`src/rtl/accel_seq_ctrl.sv`:
```
// accel_seq_ctrl: job sequencer that arbitrates RAM<->accelerator bursts for one selected filter.
// Reads and writes alternate under contention; both completion flags end the job through FIN.
module accel_seq_ctrl #(
    parameter int BURST   = 4,
    parameter int TIMEOUT = 1024
) (
    input  logic        clk,
    input  logic        rst_n,
    input  logic        start,
    input  logic        abort,
    input  logic [1:0]  filt_sel,
    input  logic [31:0] offset_in,
    input  logic [31:0] filesize_in,
    input  logic        acc_in_ready,
    input  logic        acc_out_valid,
    input  logic        fft_read_done,
    input  logic        fft_write_done,
    input  logic        fir_read_done,
    input  logic        fir_write_done,
    input  logic        iir_read_done,
    input  logic        iir_write_done,
    output logic [31:0] offset,
    output logic [31:0] filesize,
    output logic        fft_enable,
    output logic        fir_enable,
    output logic        iir_enable,
    output logic        fft_read_pause,
    output logic        fft_write_pause,
    output logic        fir_read_pause,
    output logic        fir_write_pause,
    output logic        iir_read_pause,
    output logic        iir_write_pause,
    output logic        busy,
    output logic        done,
    output logic        err
);
    localparam int CW = $clog2(TIMEOUT + 1);

    typedef enum logic [2:0] {IDLE, ARM, READ, WRITE, WAIT, FIN} state_t;

    state_t        state_q, state_d;
    logic [1:0]    sel_q, sel_d;
    logic [31:0]   offset_q, offset_d, filesize_q, filesize_d;
    logic [7:0]    burst_q, burst_d;
    logic [CW-1:0] idle_q, idle_d;
    logic          last_wr_q, last_wr_d;
    logic          rd_done, wr_done, rd_cand, wr_cand, err_c, active;

    assign rd_done = sel_q == 2'd0 ? fft_read_done  : sel_q == 2'd1 ? fir_read_done  : iir_read_done;
    assign wr_done = sel_q == 2'd0 ? fft_write_done : sel_q == 2'd1 ? fir_write_done : iir_write_done;
    assign rd_cand = acc_in_ready & ~rd_done;
    assign wr_cand = acc_out_valid & ~wr_done;

    always_comb begin
        state_d    = state_q;
        sel_d      = sel_q;
        offset_d   = offset_q;
        filesize_d = filesize_q;
        last_wr_d  = last_wr_q;
        burst_d    = '0;
        idle_d     = '0;
        err_c      = 1'b0;
        case (state_q)
            IDLE: begin
                if (start && filt_sel == 2'd3) begin
                    err_c = 1'b1;
                end else if (start) begin
                    state_d    = ARM;
                    sel_d      = filt_sel;
                    offset_d   = offset_in;
                    filesize_d = filesize_in;
                    last_wr_d  = 1'b1;
                end
            end
            ARM: state_d = WAIT;
            WAIT: begin
                if (rd_cand && (!wr_cand || last_wr_q)) begin
                    state_d   = READ;
                    last_wr_d = 1'b0;
                end else if (wr_cand) begin
                    state_d   = WRITE;
                    last_wr_d = 1'b1;
                end else if (idle_q == CW'(TIMEOUT - 1)) begin
                    state_d = IDLE;
                    err_c   = 1'b1;
                end else begin
                    idle_d = idle_q + 1'b1;
                end
            end
            READ: begin
                if (!rd_cand || burst_q == 8'(BURST - 1)) state_d = WAIT;
                else burst_d = burst_q + 8'd1;
            end
            WRITE: begin
                if (!wr_cand || burst_q == 8'(BURST - 1)) state_d = WAIT;
                else burst_d = burst_q + 8'd1;
            end
            default: state_d = IDLE;
        endcase
        // Completion outranks grants and timeout; abort outranks everything.
        if (state_q != IDLE && state_q != FIN && rd_done && wr_done) begin
            state_d = FIN;
            err_c   = 1'b0;
        end
        if (state_q != IDLE && abort) begin
            state_d = IDLE;
            err_c   = 1'b0;
        end
    end

    always_ff @(posedge clk or negedge rst_n) begin
        if (!rst_n) begin
            state_q    <= IDLE;
            sel_q      <= 2'd0;
            offset_q   <= '0;
            filesize_q <= '0;
            burst_q    <= '0;
            idle_q     <= '0;
            last_wr_q  <= 1'b1;
        end else begin
            state_q    <= state_d;
            sel_q      <= sel_d;
            offset_q   <= offset_d;
            filesize_q <= filesize_d;
            burst_q    <= burst_d;
            idle_q     <= idle_d;
            last_wr_q  <= last_wr_d;
        end
    end

    assign active          = state_q == ARM || state_q == READ || state_q == WRITE || state_q == WAIT;
    assign offset          = offset_q;
    assign filesize        = filesize_q;
    assign fft_enable      = active && sel_q == 2'd0;
    assign fir_enable      = active && sel_q == 2'd1;
    assign iir_enable      = active && sel_q == 2'd2;
    assign fft_read_pause  = !(state_q == READ  && sel_q == 2'd0);
    assign fft_write_pause = !(state_q == WRITE && sel_q == 2'd0);
    assign fir_read_pause  = !(state_q == READ  && sel_q == 2'd1);
    assign fir_write_pause = !(state_q == WRITE && sel_q == 2'd1);
    assign iir_read_pause  = !(state_q == READ  && sel_q == 2'd2);
    assign iir_write_pause = !(state_q == WRITE && sel_q == 2'd2);
    assign busy            = state_q != IDLE;
    assign done            = state_q == FIN && !abort;
    assign err             = err_c && rst_n;
endmodule

```
`config.mk`:
```
export PLATFORM = sky130hd
export DESIGN_NAME = accel_seq_ctrl
export DESIGN_NICKNAME = d
export VERILOG_FILES = /design/src/rtl/accel_seq_ctrl.sv
export SDC_FILE = /design/constraint.sdc
export NUM_CORES = 1
export LEC_CHECK = 0
export CAP_MARGIN = 40
export CORE_MARGIN = 5
export CORE_UTILIZATION = 47
export DETAILED_ROUTE_END_ITERATION = 8
export GPL_TIMING_DRIVEN = 1
export HOLD_SLACK_MARGIN = 0.1
export PLACE_DENSITY_LB_ADDON = 0.05
export REMOVE_ABC_BUFFERS = 1
export SLEW_MARGIN = 30
export SYNTH_ARGS = -nofsm -noshare
export SYNTH_HDL_FRONTEND = slang
export SYNTH_SLANG_ARGS = --single-unit
```
`constraint.sdc`:
```
create_clock -name clk -period 4.55 [get_ports clk]
set_clock_uncertainty 0.2 [all_clocks]
set_input_delay 0.91 -clock clk [delete_from_list [all_inputs] [get_ports clk]]
set_output_delay 0.91 -clock clk [all_outputs]
set_load 0.005 [all_outputs]
```
==> results by group, run 1 <==
Yosys
  • Synthesized instance count: 300
  • Post-Syn Area: 3829 µm²
  • Post-synthesis register bit count: 89
  • Ys flop type: dfrtp_1
  • Post-Syn Area per Cell: 12.76 µm²
  • Number of synthesized flops with an enable pin: 0
  • Asr flop ratio synth: 100.0%
  • Count of cell types in the netlist: 47
  • Sequential element share of the synthesized area: 58.20%
  • Yosys warnings: 0

Placement
  • Routability cong.: 0.8569
  • Post-Place Cell Area: 5460 µm²
  • Final HPWL DP: 6.637 mm
  • PortBufs: 153

Pwr
  • Max VDD drop: 0.3385 mV
  • Pleak: 2.396 nW
  • Power per cell area: 581.1 nW/µm²

Floorplan
  • Die height: 100.3 µm
  • Die area: 10,050 µm²
  • Row cnt: 33
  • Core area: 8093 µm²
  • Starting Density: 47.31%
  • Top Ports: 154
  • Die X: 100.3 µm

Worst setup path
  • Slowest Stage Delay on Critical Path: 0.51 ns
  • Crit path arrival time: 3.02 ns
  • CP top delay family: buffers and inverters
  • CP most frequent cell: clkdlybuf4s50_1
  • WP data required: 3.44 ns
  • Critical-path cell list: clkdlybuf4s50_1, mux2i_1, o211a_1, or3_4, or2_1, a21oi_2, clkdlybuf4s50_1
  • CP bufs+invs: 2
  • Crit Path Class: primary input to primary output
  • Worst path slowest cell: clkdlybuf4s50_1
  • Critical Path Sink Type: primary output
  • Worst-path maximum fanout: 4
  • Critical Path Start Type: primary input

Cells and area
  • Share of cells above drive strength 1: 18.22%
  • Design Area, Final: 5732 µm²
  • Fin nets: 536
  • Fill count: 615
  • Syn-to-layout area delta: 49.71%
  • Diodes inserted: 0

Detailed routing
  • DR vias: 2,856
  • Met1 Routed Length: 3.744 mm
  • Final ANT Viol Nets: 0
  • # DRC: 0
  • DRT iter0 DRCs: 102
  • Drt pass-1 iters: 4
  • Metal3 WL: 585 µm
  • Routed wire length: 8.894 mm
  • Post-DR wirelength/cell: 15.71 µm
  • Top Layer Used: met4
  • WL met2: 4.401 mm
  • Via density: 5.046

Global route
  • GRT Util Overall: 17.84%
  • Total grt overflow: 0
  • Vias in the first global route: 2,834
  • First-pass GRT wire length: 14.13 mm
  • Largest net degree at the start of global routing: 64
  • Antenna violations before repair: 0

Timing
  • RSZ-0062 raised after global routing: false
  • Worst Tran Pin Value: 0.9358 ns
  • Final hold viol count: 0
  • Tmin final: 4.129 ns
  • Setup TNS: 0 ns
  • WHS: 0.2651 ns
  • Max Clk Rate: 0.2422 GHz
  • Fin crit share: 90.74%
  • Final-report setup violation count: 0
  • Slew margin rel.: 37.61%
  • Fin. max-slew vios: 0

Clocking
  • Total CTS buffers: 9
  • CTS tree: yes
  • Hold_buf cts: 0
  • Clk Latency, worst-skew pair: 0.34 ns
  • Reg clk slew, reported paths: 0.08 ns
  • CTS Sinks: 89
  • Setup bufs post-CTS: 0
  • H-tree levels: 3
  • Post_cts resized: 0
  • Clock root cell: clkbuf_8
  • Clk buf depth: 2

Run status
  • Status: finished, final reports clean

Flow run
  • Max-Cap Viols: 0

Worst hold path
  • Min-delay worst type: primary input to async pin
## cells by family after synthesis
kind of cell,Yosys count,synth area share [%]
flops,89,58.20
simple gates,79,10.59
mux,66,19.35
compound gates,33,6.013
buf+inv,18,2.222
xor+xnor,13,2.974
fa+ha+maj,2,0.6535
## Yosys cell counts (all sizes together) (3+ instances only)
| library cell | number | area, µm² |
|---|---|---|
| a21boi | 3 | 22.52 |
| a21oi | 6 | 33.78 |
| and3 | 6 | 37.54 |
| buf | 9 | 51.30 |
| dfrtp | 88 | 2202 |
| inv | 7 | 26.28 |
| mux2 | 64 | 720.7 |
| nand2 | 15 | 56.30 |
| nand3 | 14 | 70.07 |
| nor2 | 23 | 86.33 |
| nor3 | 4 | 25.02 |
| o211ai | 3 | 22.52 |
| o21ai | 8 | 40.04 |
| o22a | 3 | 26.28 |
| xor2 | 11 | 96.34 |
## worst paths after layout
path                       slack [ns]            from  depth (start not counted)          end
setup / recovery                 0.42  fft_write_done                          7          err
hold / removal                   0.27           rst_n                          1  filesize[7]
setup reg to reg                 1.95      burst_q[0]                          6   state_q[0]
hold reg to reg                  0.30      offset[11]                          1   offset[11]
max in group asynchronous        3.00           rst_n                          3    last_wr_q
min in group clk                 0.30      offset[11]                          1   offset[11]
## cell usage in the layout (no fill, tap or decap), types with 2 or more instances in the layout
master / instances
a22oi_1: 2
bufinv_16: 3
xor2_1: 11
a21boi_0: 3
xnor2_1: 2
nand3_1: 14
a21oi_1: 5
o21ai_0: 8
buf_4: 2
mux2_1: 6
clkbuf_8: 10
ha_1: 2
and3_1: 6
dfrtp_1: 88
inv_1: 7
o211ai_1: 3
clkdlybuf4s50_1: 152
nand2_1: 14
o22a_1: 3
nor2_1: 23
mux2i_1: 2
nand4_1: 2
nand4b_1: 2
nor3_1: 3
mux2_2: 58
nor2b_1: 2
## report_power, final
part | internal, mW | total (mW) | switching [mW]
logic | 0.935 | 1.39 | 0.453
registers | 1.11 | 1.30 | 0.187
clock network | 0.379 | 0.646 | 0.267
## stage by stage
step	std cells	power [mW]	utilization, %	setup WS [ns]
after floorplan	289	1.863	-	1.283
after global routing	566	3.538	70.83	0.2943
after detailed placement	549	2.723	67.47	0.4105
final	566	3.331	70.83	0.4211
after global placement	549	2.683	67.47	0.4346
after CTS	565	3.377	70.49	0.4097
## sequential cells by signal, summed over array words and instances (netlist names)
name / cells
burst_q: 8
last_wr_q: 1
idle_q: 11
state_q: 3
filesize: 32
offset: 32
sel_q: 2
## layout make-up
type	count	area [µm²]	area share, %
Clock buffer	11	141.4	2.467
Clock inverter	5	102.6	1.790
Inverter	7	26.28	0.4584
Multi-Input combinational cell	193	1518	26.48
Sequential cell	89	2228	38.88
Tap cell	105	131.4	2.292
Timing Repair Buffer	156	1584	27.64
## metal layers
metal  vias up  global-route usage (%)
met5         -                       0
met4         0                   6.425
met3        12                   4.517
met2       108                   29.46
met1      1366                   22.75
li1       1370                       -
Note: power is estimated with default switching activity, not from simulation.
==> run 2: changes to the inputs <==
--- a/config.mk
+++ b/config.mk
@@ -5,7 +5,7 @@
 export SDC_FILE = /design/constraint.sdc
 export NUM_CORES = 1
 export LEC_CHECK = 0
-export CAP_MARGIN = 40
+export CAP_MARGIN = 20
 export CORE_MARGIN = 5
 export CORE_UTILIZATION = 47
 export DETAILED_ROUTE_END_ITERATION = 8
==> run 2 against run 1 <==
Effect of this change:
- flip-flop and latch count did not move
- register-to-register slack improved by 0.02 ns
- via count shrank 0.39%
- largest power group unchanged
- final area decreased by 0.48%
- worst setup slack is essentially flat
- sequential share of layout area is 0.19 points higher
- sequential power barely moved
==> results by group, run 2 (synthesis gave the netlist of run 1 again) <==
Cells and area
  • Multi-input combinational cell area: 1518 µm² (unchanged)
  • Share of cells above drive strength 1: 18.04% (was 18.22%)
  • Fin nets: 535 (was 536)
  • Diodes inserted: 0 (unchanged)
  • Final core utilization: 70.49% (was 70.83%)
  • Commonest non-fill, non-tap cell in the layout: clkdlybuf4s50_1 (unchanged)
  • Syn-to-layout area delta: 48.99% (was 49.71%)
  • Fill count: 619 (was 615)
  • Storage cell area: 2228 µm² (unchanged)
  • Most frequent cells in the layout: clkdlybuf4s50_1, dfrtp_1, mux2_2 (unchanged)

Detailed routing
  • DR vias: 2,845 (was 2,856)
  • # DRC: 0 (unchanged)
  • Drt pass-1 iters: 4 (unchanged)
  • Via density: 5.035 (was 5.046)
  • Final ANT Viol Nets: 0 (unchanged)
  • Post-DR wirelength/cell: 15.65 µm (was 15.71 µm)
  • Routed wire length: 8.843 mm (was 8.894 mm)
  • DRT iter0 DRCs: 108 (was 102)

Timing
  • Fin crit share: 90.74% (about the same)
  • Max Clk Rate: 0.2422 GHz (about the same)
  • Slew margin rel.: 39.10% (was 37.61%)
  • Final-report setup violation count: 0 (unchanged)
  • Final hold viol count: 0 (unchanged)
  • WHS: 0.2654 ns (was 0.2651 ns)
  • Setup TNS: 0 ns (unchanged)
  • Tmin final: 4.129 ns (about the same)
  • Setup ws final: 0.4213 ns (was 0.4211 ns)
  • RSZ-0062 raised after global routing: false (unchanged)
  • Fin. max-slew vios: 0 (unchanged)
  • Worst Tran Pin Value: 0.9135 ns (was 0.9358 ns)

Pwr
  • Register share of total power: 38.9% (about the same)
  • Comb pwr share: 41.7% (about the same)
  • Int Power: 2.420 mW (was 2.423 mW)
  • Power per cell area: 583.2 nW/µm² (was 581.1 nW/µm²)
  • Sw power: 0.9066 mW (was 0.9076 mW)
  • Pleak: 2.383 nW (was 2.396 nW)
  • Power Total: 3.327 mW (was 3.331 mW)
  • Max VDD drop: 0.3386 mV (was 0.3385 mV)
  • Sw frac: 27.25% (about the same)
  • Clock share of power: 19.4% (about the same)

Worst setup path
  • Critical Path Sink Type: primary output (unchanged)
  • Critical Path Start Type: primary input (unchanged)
  • Worst-path maximum fanout: 4 (unchanged)
  • Crit Path Class: primary input to primary output (unchanged)
  • WP data required: 3.44 ns (about the same)
  • Flop-to-flop setup slack: 1.97 ns (was 1.95 ns)
  • Crit path arrival time: 3.02 ns (about the same)

Clocking
  • Clock root cell: clkbuf_8 (unchanged)
  • H-tree levels: 3 (unchanged)
  • CTS tree: yes (unchanged)
  • Post_cts resized: 0 (unchanged)
  • Setup bufs post-CTS: 0 (unchanged)
  • Clk buf depth: 2 (unchanged)
  • Clk Latency, worst-skew pair: 0.34 ns (about the same)
  • Reg clk slew, reported paths: 0.08 ns (about the same)
  • Total CTS buffers: 9 (unchanged)
  • CTS Sinks: 89 (unchanged)
  • Hold_buf cts: 0 (unchanged)

Global route
  • GRT Util Overall: 17.84% (unchanged)
  • Total grt overflow: 0 (unchanged)
  • Vias in the first global route: 2,834 (unchanged)
  • Largest net degree at the start of global routing: 64 (unchanged)
  • First-pass GRT wire length: 14.13 mm (unchanged)
  • Antenna violations before repair: 0 (unchanged)

Floorplan
  • Row cnt: 33 (unchanged)
  • Die height: 100.3 µm (unchanged)
  • Starting Density: 47.31% (unchanged)
  • Core area: 8093 µm² (unchanged)
  • Top Ports: 154 (unchanged)
  • Die area: 10,050 µm² (unchanged)
  • Die X: 100.3 µm (unchanged)

Run status
  • Status: finished, final reports clean (unchanged)

Placement
  • PortBufs: 153 (unchanged)
  • DP Worst Slack: 0.4105 ns (unchanged)
  • Routability cong.: 0.8569 (unchanged)
  • Final HPWL DP: 6.637 mm (unchanged)

Worst hold path
  • Min-delay worst type: primary input to async pin (unchanged)

Flow run
  • Max-Cap Viols: 0 (unchanged)
## run 2: power by group through the flow
| stage | sequential (mW) | clock [mW] | combinational (mW) |
|---|---|---|---|
| global placement | 1.30 | 0 | 1.39 |
| finish | 1.30 | 0.646 | 1.39 |
| global route | 1.34 | 0.698 | 1.49 |
| floorplan | 1.32 | 0 | 0.542 |
| CTS | 1.30 | 0.664 | 1.41 |
| detailed placement | 1.32 | 0 | 1.41 |
## run 2: metal layers
metal  share of wire, %  vias to the layer above  GRT usage (%)
met5                  0                        -              0
met1                 42                     1350          22.75
met2                 50                      113          29.46
met3                6.5                       12          4.517
met4                1.8                        0          6.425
li1                   -                     1370              -
## run 2: worst max-delay path, stage by stage
cell and delay (ns):
clkdlybuf4s50_1 0.48, mux2i_1 0.10, o211a_1 0.26, or3_4 0.41, or2_1 0.23, a21oi_2 0.12
clkdlybuf4s50_1 0.51
## run 2: final cells by class
| type | instances | area share (%) |
|---|---|---|
| tap | 105 | 2.303 |
| clock inverter | 5 | 1.799 |
| timing repair buffer | 155 | 27.29 |
| clock buffer | 11 | 2.479 |
| multi-input combinational | 193 | 26.61 |
| inverter | 7 | 0.4606 |
| sequential | 89 | 39.07 |
## run 2: path summary, 6_finish.rpt
path / start / endpoint / depth (start not counted)
max in group asynchronous: rst_n / offset[5] / 2
worst min register to register: offset[11] / offset[11] / 1
worst max-delay path: fft_write_done / err / 7
min in group clk: offset[11] / offset[11] / 1
worst min-delay path: rst_n / filesize[7] / 1
worst max register to register: burst_q[0] / state_q[0] / 6
## run 2: stage by stage
stage	cells	cell area, µm²
3_5_place_dp	549	5460
6_report	565	5704
2_1_floorplan	289	3770
3_3_place_gp	549	5460
5_1_grt	565	5704
4_1_cts	565	5704
==> run 3: changes to the inputs <==
--- a/config.mk
+++ b/config.mk
@@ -12,6 +12,7 @@
 export GPL_TIMING_DRIVEN = 1
 export HOLD_SLACK_MARGIN = 0.1
 export PLACE_DENSITY_LB_ADDON = 0.05
+export RECOVER_POWER = 100
 export REMOVE_ABC_BUFFERS = 1
 export SLEW_MARGIN = 30
 export SYNTH_ARGS = -nofsm -noshare
==> run 3 against run 2 <==
Effect of this change:
- sequential power about the same
- the run now ends with max-capacitance violations, max-slew violations left
- first-iteration DRC count down 19%
- power down 4.3%
- routed wire length unchanged
==> results by group, run 3 (synthesis gave the netlist of run 1 again) <==
Run status
  • Status: finished, violations left (was finished, final reports clean)
  • Failing checks: max-capacitance violations, max-slew violations

Clocking
  • Post_cts resized: 0 (unchanged)
  • CTS tree: yes (unchanged)
  • Reg clk slew, reported paths: 0.08 ns (about the same)
  • Total CTS buffers: 9 (unchanged)
  • H-tree levels: 3 (unchanged)
  • Clk buf depth: 2 (unchanged)
  • CTS Sinks: 89 (unchanged)
  • Clock root cell: clkbuf_8 (unchanged)
  • Setup bufs post-CTS: 0 (unchanged)
  • Clk Latency, worst-skew pair: 0.34 ns (about the same)
  • Hold_buf cts: 0 (unchanged)

Worst setup path
  • Critical Path Start Type: primary input (unchanged)
  • FF-to-FF End: offset[10] (was state_q[0])
  • WP data required: 3.44 ns (about the same)
  • Critical-path cell list: dlygate4sd3_1, mux2i_1, o211a_1, or3_1, or2_1, a21oi_2, clkdlybuf4s50_1 (was clkdlybuf4s50_1, mux2i_1, o211a_1, or3_4, or2_1, a21oi_2, clkdlybuf4s50_1)
  • Crit Path Class: primary input to primary output (unchanged)
  • Worst path slowest cell: dlygate4sd3_1 (was clkdlybuf4s50_1)
  • Crit path arrival time: 3.13 ns (was 3.02 ns)
  • Flop-to-flop setup slack: 1.23 ns (was 1.97 ns)
  • Critical Path Sink Type: primary output (unchanged)
  • Reg2Reg Depth: 4 (was 6)
  • Worst-path maximum fanout: 4 (unchanged)
  • Critical Path Source: fir_write_done (was fft_write_done)
  • CP Capture Point: err (unchanged)
  • Reg-to-reg startpoint: state_q[2] (was burst_q[0])
  • Slowest Stage Delay on Critical Path: 0.55 ns (was 0.51 ns)

Timing
  • Tmin final: 4.244 ns (was 4.129 ns)
  • Setup TNS: 0 ns (unchanged)
  • RSZ-0062 raised after global routing: false (unchanged)
  • Final-report setup violation count: 0 (unchanged)
  • Final hold viol count: 0 (unchanged)
  • Max Clk Rate: 0.2356 GHz (was 0.2422 GHz)
  • Setup ws final: 0.3059 ns (was 0.4213 ns)
  • Worst Tran Pin Value: 1.513 ns (was 0.9135 ns)
  • Slew margin rel.: -0.8909% (was 39.10%)
  • Fin. max-slew vios: 64 (was 0)
  • Fin crit share: 93.28% (was 90.74%)

Cells and area
  • Fill count: 625 (was 619)
  • Fin nets: 535 (unchanged)
  • Non-Filler Instances: 565 (unchanged)
  • Most frequent cells in the layout: dfrtp_1, dlygate4sd3_1, clkdlybuf4s50_1 (was clkdlybuf4s50_1, dfrtp_1, mux2_2)
  • Commonest non-fill, non-tap cell in the layout: dfrtp_1 (was clkdlybuf4s50_1)
  • Diodes inserted: 0 (unchanged)
  • Share of cells above drive strength 1: 17.17% (was 18.04%)
  • Syn-to-layout area delta: 48.10% (was 48.99%)

Global route
  • Antenna violations before repair: 0 (unchanged)
  • Largest net degree at the start of global routing: 64 (unchanged)
  • First-pass GRT wire length: 14.13 mm (unchanged)
  • GRT Util Overall: 17.84% (unchanged)
  • Total grt overflow: 0 (unchanged)
  • Vias in the first global route: 2,834 (unchanged)

Floorplan
  • Die area: 10,050 µm² (unchanged)
  • Starting Density: 47.31% (unchanged)
  • Die X: 100.3 µm (unchanged)
  • Row cnt: 33 (unchanged)
  • Core area: 8093 µm² (unchanged)
  • Die height: 100.3 µm (unchanged)
  • Top Ports: 154 (unchanged)

Detailed routing
  • Top Layer Used: met4 (unchanged)
  • Final ANT Viol Nets: 0 (unchanged)
  • DR vias: 2,853 (was 2,845)
  • Drt pass-1 iters: 5 (was 4)
  • WL met2: 4.414 mm (was 4.392 mm)
  • DRT iter0 DRCs: 87 (was 108)
  • Post-DR wirelength/cell: 15.65 µm (unchanged)
  • Routed wire length: 8.843 mm (unchanged)
  • Metal3 WL: 566 µm (was 577 µm)
  • Met1 Routed Length: 3.694 mm (was 3.710 mm)
  • # DRC: 0 (unchanged)
  • Via density: 5.050 (was 5.035)

Placement
  • Placed cell count: 549 (unchanged)
  • Final HPWL DP: 6.637 mm (unchanged)
  • Routability cong.: 0.8569 (unchanged)
  • DP Worst Slack: 0.4105 ns (unchanged)
  • PortBufs: 153 (unchanged)

Worst hold path
  • Min-delay worst type: flop to flop (was primary input to async pin)

Flow run
  • Max-Cap Viols: 1 (was 0)

Pwr
  • Max VDD drop: 0.3286 mV (was 0.3386 mV)
  • Pleak: 2.386 nW (was 2.383 nW)
  • Power per cell area: 561.5 nW/µm² (was 583.2 nW/µm²)
## run 3: cell count changes in the layout (fill, tap and decap cells not counted), sizes merged
| cell | before | now |
|---|---|---|
| dlygate4sd3 | 0 | 76 |
| clkdlybuf4s50 | 152 | 76 |
| buf | 3 | 0 |
| clkbuf | 11 | 14 |
## run 3: cell type report
cell class / count / area [µm²] / share of cell area [%]
repair buffers: 155 / 1535 / 27.07
inverters: 7 / 26.28 / 0.4634
clock inverters: 5 / 102.6 / 1.809
well taps: 105 / 131.4 / 2.317
clock buffers: 11 / 141.4 / 2.493
flip-flops and latches: 89 / 2228 / 39.30
multi-input cells: 193 / 1505 / 26.54
## run 3: per-stage QoR
| step | power [mW] | cell area [µm²] | hold slack, ns | util [%] |
|---|---|---|---|---|
| after global routing | 3.395 | 5670 | 0.3149 | 70.07 |
| after detailed placement | 2.723 | 5460 | 0.2850 | 67.47 |
| after floorplan | 1.863 | 3770 | 0.2695 | - |
| after CTS | 3.377 | 5704 | 0.2671 | 70.49 |
| after global placement | 2.683 | 5460 | 0.2736 | 67.47 |
| final | 3.184 | 5670 | 0.2908 | 70.07 |
## run 3: per-layer routing
layer  up-vias  GRT usage, %
li1       1376             -
met1      1355         22.75
met2       109         29.46
met3        13         4.517
met4         0         6.425
met5         -             0
## run 3: worst min-delay path by stage
| stage | startpoint | depth (start not counted) | slack (ns) | end |
|---|---|---|---|---|
| after floorplan | burst_q[0] | 1 | 0.27 | burst_q[0] |
| after global placement | filesize[27] | 1 | 0.27 | filesize[27] |
| after CTS | rst_n | 1 | 0.27 | filesize[7] |
| final | filesize[27] | 1 | 0.29 | filesize[27] |
| after global routing | filesize[3] | 1 | 0.31 | filesize[3] |
| after detailed placement | filesize[25] | 1 | 0.28 | filesize[25] |
## run 3: worst max-delay path, delay by kind of cell
kind	cells	cell delay, ns
compound gates	2	0.38
buf+inv	2	1.06
mux	1	0.10
simple gates	2	0.68
## run 3: where the power goes
group | switching (mW) | total [mW] | leakage, nW | internal (mW)
clock | 0.267 | 0.646 | 0.120 | 0.379
sequential | 0.171 | 1.28 | 1.09 | 1.11
combinational | 0.449 | 1.26 | 1.17 | 0.810
total | 0.888 | 3.18 | 2.39 | 2.30
